<file path="config.mk">
export PLATFORM = sky130hd
export DESIGN_NAME = image_read_sequencer
export DESIGN_NICKNAME = d
export VERILOG_FILES = /design/src/rtl/image_read_sequencer.sv
export SDC_FILE = /design/constraint.sdc
export NUM_CORES = 1
export LEC_CHECK = 0
export CAP_MARGIN = 10
export CORE_UTILIZATION = 55
export DETAILED_ROUTE_END_ITERATION = 6
export PLACE_DENSITY = 0.86
export SETUP_SLACK_MARGIN = 0.05
export SYNTH_ARGS = -nofsm -noshare
export SYNTH_HDL_FRONTEND = slang
export SYNTH_SLANG_ARGS = --single-unit
</file>
<file path="constraint.sdc">
create_clock -name clk -period 2.7 [get_ports clk]
set_clock_uncertainty 0.2 [all_clocks]
set_input_delay 0.405 -clock clk [delete_from_list [all_inputs] [get_ports clk]]
set_output_delay 0.405 -clock clk [all_outputs]
set_load 0.02 [all_outputs]
</file>
<file path="src/rtl/image_read_sequencer.sv">
// Frame-timing controller for the image read datapath: start-up delay, vertical pulse,
// per-row horizontal blanking and back-pressured pixel-pair address generation.
module image_read_sequencer #(
    parameter int IMAGE_WIDTH           = 768,
    parameter int IMAGE_HEIGHT          = 512,
    parameter int START_DELAY           = 100,
    parameter int HORIZONTAL_SYNC_DELAY = 160
) (
    input  logic        clk,
    input  logic        reset,
    input  logic        start,
    input  logic        ready,
    output logic        vertical_Pulse,
    output logic        horizontal_Pulse,
    output logic [9:0]  row,
    output logic [10:0] column,
    output logic        pixel_Valid,
    output logic        busy,
    output logic        done_Flag
);

    localparam int VS_W = $clog2(START_DELAY + 1);
    localparam int HS_W = $clog2(HORIZONTAL_SYNC_DELAY + 1);

    localparam logic [VS_W-1:0] VS_LAST  = VS_W'(START_DELAY - 1);
    localparam logic [VS_W-1:0] VS_ONE   = VS_W'(1);
    localparam logic [HS_W-1:0] HS_LAST  = HS_W'(HORIZONTAL_SYNC_DELAY - 1);
    localparam logic [HS_W-1:0] HS_ONE   = HS_W'(1);
    localparam logic [10:0]     COL_LAST = 11'(IMAGE_WIDTH - 2);
    localparam logic [9:0]      ROW_LAST = 10'(IMAGE_HEIGHT - 1);

    typedef enum logic [2:0] {
        S_IDLE  = 3'd0,
        S_VSYNC = 3'd1,
        S_HSYNC = 3'd2,
        S_DATA  = 3'd3,
        S_DONE  = 3'd4
    } state_t;

    state_t          state_q;
    logic [VS_W-1:0] vs_cnt_q;
    logic [HS_W-1:0] hs_cnt_q;
    logic [9:0]      row_q;
    logic [10:0]     column_q;
    logic            vpulse_q;
    logic            hpulse_q;
    logic            busy_q;
    logic            done_q;

    // A transfer happens whenever the active row phase meets downstream ready.
    assign pixel_Valid      = (state_q == S_DATA) & ready;
    assign vertical_Pulse   = vpulse_q;
    assign horizontal_Pulse = hpulse_q;
    assign row              = row_q;
    assign column           = column_q;
    assign busy             = busy_q;
    assign done_Flag        = done_q;

    // Frame sequencer: state, delay counters, addresses and the registered phase outputs.
    always_ff @(posedge clk or negedge reset) begin
        if (!reset) begin
            state_q  <= S_IDLE;
            vs_cnt_q <= '0;
            hs_cnt_q <= '0;
            row_q    <= '0;
            column_q <= '0;
            vpulse_q <= 1'b0;
            hpulse_q <= 1'b0;
            busy_q   <= 1'b0;
            done_q   <= 1'b0;
        end else begin
            case (state_q)
                S_IDLE: begin
                    if (start) begin
                        state_q  <= S_VSYNC;
                        vs_cnt_q <= '0;
                        vpulse_q <= 1'b1;
                        busy_q   <= 1'b1;
                    end
                end
                S_VSYNC: begin
                    if (vs_cnt_q == VS_LAST) begin
                        state_q  <= S_HSYNC;
                        vs_cnt_q <= '0;
                        hs_cnt_q <= '0;
                        vpulse_q <= 1'b0;
                    end else begin
                        vs_cnt_q <= vs_cnt_q + VS_ONE;
                    end
                end
                S_HSYNC: begin
                    if (hs_cnt_q == HS_LAST) begin
                        state_q  <= S_DATA;
                        hs_cnt_q <= '0;
                        hpulse_q <= 1'b1;
                    end else begin
                        hs_cnt_q <= hs_cnt_q + HS_ONE;
                    end
                end
                S_DATA: begin
                    // Without ready the current pair is simply held; there is no timeout.
                    if (ready) begin
                        if (column_q != COL_LAST) begin
                            column_q <= column_q + 11'd2;
                        end else begin
                            column_q <= '0;
                            hpulse_q <= 1'b0;
                            if (row_q != ROW_LAST) begin
                                row_q   <= row_q + 10'd1;
                                state_q <= S_HSYNC;
                            end else begin
                                state_q <= S_DONE;
                                done_q  <= 1'b1;
                            end
                        end
                    end
                end
                S_DONE: begin
                    state_q  <= S_IDLE;
                    done_q   <= 1'b0;
                    busy_q   <= 1'b0;
                    row_q    <= '0;
                    column_q <= '0;
                end
                default: begin
                    state_q  <= S_IDLE;
                    vs_cnt_q <= '0;
                    hs_cnt_q <= '0;
                    row_q    <= '0;
                    column_q <= '0;
                    vpulse_q <= 1'b0;
                    hpulse_q <= 1'b0;
                    busy_q   <= 1'b0;
                    done_q   <= 1'b0;
                end
            endcase
        end
    end

endmodule

</file>
==> reports/qor.yml <==
worst_setup_path:
  worst_ep_arrival_time_ps: 1790
  slowest_delay_ps: 610
  r2r_end: "state_q[0]$_DFFE_PN0P_"
  startpoint_type: "flop"
  crit_start: "state_q[2]$_DFFE_PN0P_"
  rrSetupSlack_ps: 420
  regToRegStartpoint: "hs_cnt_q[0]$_DFFE_PN0P_"
  cp_slowest_cell: "clkdlybuf4s50_1"
  cp-end-kind: "primary output"
  crit_chain: "nor2_1, and2_1, clkdlybuf4s50_1"
  cp.required_ps: 2100
  critical_path.max_fanout: 10
  reg2reg_depth: 6
  crit_type: "flop to primary output"
clock_network:
  cts_resized: 0
  htree_levels: 2
  cts.sinks: 42
  cts_setup_buffers: 0
  cts_buffer_depth: 2
  cts_made_buffers: 5
  cts_root_buffer: "clkbuf_8"
  cts.clk_slew.worst_paths_ps: 80
  cts_tree: "yes"
  clock_latency_ps: 290
  hold_buffers: 0
power:
  pwr-share-clk_pct: 34.5
  p_int_mw: 1.07
  combPwrFrac_pct: 17.6
  switchingPower_mw: 0.407
  swShare_pct: 27.6
  powerDensity_nw_per_um2: 539
  power_leakage_nw: 1.21
  seq_power_share_pct: 47.9
  ir_drop_mv: 0.449
place:
  place_ws_ps: 351
  io_buffers: 28
  place_congestion: 0.863
  dp_hpwl_mm: 3.40
grt:
  grt_overflow: 0
  grt_usage_pct: 25.7
  grt_pass1_vias: 1871
  antenna_found_initial: 0
  grt_first_pass_wirelength_mm: 8.55
  grt_max_degree: 43
outcome:
  status: "finished, final reports clean"
route:
  routedWlPerCell_um: 14.5
  drt-total-wl_mm: 4.73
  wl_met1_mm: 2.02
  drcViolationCount: 0
  top_layer: "met4"
  via_count: 1941
  via_per_inst: 5.95
  wl_met2_mm: 2.42
  drt_first_pass_iters: 5
  first_iter_violations: 161
  drtAntennaViolNets: 0
  dr_wl_met3_um: 227
logic_synthesis:
  yosys_warnings: 0
  synth_top_area_share_pct: 46.5
  syn_area_sq_um: 2260
  synth_area_leaders: "dfrtp_1 (46%), nor2_1 (6.0%), o21ai_0 (4.9%)"
  synth.distinct_cells: 53
  avgSynthCellArea_sq_um: 9.39
  synthFlopType: "dfrtp_1"
  yosysSeqAreaShare_pct: 46.5
  synth_edf_count: 0
  syn_nets: 249
  ys_async_sr_fraction_pct: 100
  syn_inst: 241
  synth_seq_cells: 42
  yosys.area.top_type: "dfrtp_1"
worst_hold_path:
  hold_class: "primary input to async pin"
sta:
  period_minus_slack_ps: 2390
  maxSlewViolCount: 0
  finalSetupTns_ps: 0
  fin_worst_hold_slack_ps: 22.9
  rsz0062_at_grt: "false"
  worstMarginPinSlew_ps: 873
  fin_crit_sh_pct: 88.7
  finalSetupViolCount: 0
  fmax_mhz: 418
  fin_ws_ps: 306
  report.final.hold_viol_count: 0
  slew_headroom_pct: 41.8
floorplan:
  rows: 22
  ios: 30
  coreArea_sq_um: 3800
  die_area_sq_um: 4370
  dieHeight_um: 66.1
  fp.dieW_um: 66.1
  start_util_pct: 59.6
final_layout:
  antennaDiodeCount: 0
  drive_gt1_share_pct: 10.8
  nets: 286
  synthToLayoutAreaGrowth_pct: 21.0
run:
  maxCapViolCount: 0
==> logic make-up (layout without fill, tap and decap cells) <==
kind of cell             Yosys count  in the layout  share of synthesized area [%]
AO/OA/AOI/OAI                     57             57                           16.2
XOR/XNOR                          15             15                           5.81
adder cells (fa/ha/maj)            4              4                           2.21
buffers and inverters             14             51                           3.10
flip-flops                        42             42                           46.5
multiplexers                       4              4                           2.10
other                              1              1                          0.166
AND/OR/NAND/NOR                  104            104                           24.0
==> area by class of cell <==
cell class,instances,area [sq um]
multi-input combinational,185,1140
inverter,6,22.5
clock buffer,6,82.6
sequential,42,1050
timing repair buffer,38,350
clock inverter,1,30.0
fill,297,1060
tap,48,60.1
==> cell usage after synthesis, drive strengths merged, types with 2 or more instances <==
master	n
buf	6
nor3	5
o21a	2
nor3b	2
or3	2
or2	2
nand2	17
inv	6
nand3	10
nor2b	5
clkbuf	2
o21ai	23
a22o	4
nor2	36
xnor2	5
nand4	14
a21oi	9
dfrtp	42
ha	4
and3	4
a31o	3
a31oi	6
mux2	3
xor2	10
==> power by group through the flow <==
stage	Combinational (mW)	Clock (mW)	Sequential, mW
4_1_cts	0.262	0.519	0.707
3_3_place_gp	0.249	0	0.719
5_1_grt	0.291	0.547	0.715
6_report	0.260	0.509	0.708
2_1_floorplan	0.184	0	0.716
3_5_place_dp	0.258	0	0.718
==> worst max-delay path by stage <==
stage	endpoint	slack, ps
after floorplan	row[0]$_DFFE_PN0P_	550
after global placement	pixel_Valid	390
after detailed placement	pixel_Valid	350
after CTS	pixel_Valid	290
after global routing	pixel_Valid	200
final	pixel_Valid	310
==> metrics by stage <==
step,cell area (sq um),total power [mW],std cells,utilization (%)
finish,2740,1.48,326,72.1
global route,2740,1.55,326,72.1
CTS,2740,1.49,326,72.1
detailed placement,2630,0.977,319,69.1
global placement,2630,0.968,319,69.1
floorplan,2260,0.899,241,-
==> flip-flops by register name (all words and copies together), names as in the netlist <==
register and count:
busy 1, column 10, done_Flag 1, horizontal_Pulse 1, hs_cnt_q 8, row 10
state_q 3, vertical_Pulse 1, vs_cnt_q 7
==> layout by cell type, fill, tap and decap left out, types with 2 or more instances in the layout <==
cell type	count
nor2b_1	5
nor3_1	4
dfrtp_1	42
a31oi_1	6
nand2_1	16
nand3_1	10
a21oi_1	9
nor3b_1	2
and3_1	4
ha_1	4
xor2_1	10
buf_4	10
o21a_1	2
or3_1	2
clkdlybuf4s50_1	27
a31o_2	3
clkbuf_8	6
o21ai_0	22
a22o_1	4
inv_1	5
xnor2_1	5
nand4_1	14
nor2_1	36
==> critical path, delay by kind of cell, from the launching register on <==
family	cells	cell delay [ps]
buffers and inverters	1	610
DFF	1	490
and+or+nand+nor	2	400
==> layer usage <==
| metal | global-route usage [%] | vias to the layer above |
|---|---|---|
| met2 | 41.8 | 51 |
| met4 | 9.84 | 0 |
| met1 | 32.7 | 935 |
| li1 | - | 949 |
| met5 | 0 | - |
| met3 | 6.72 | 6 |
Power figures use the tool's default switching activity.
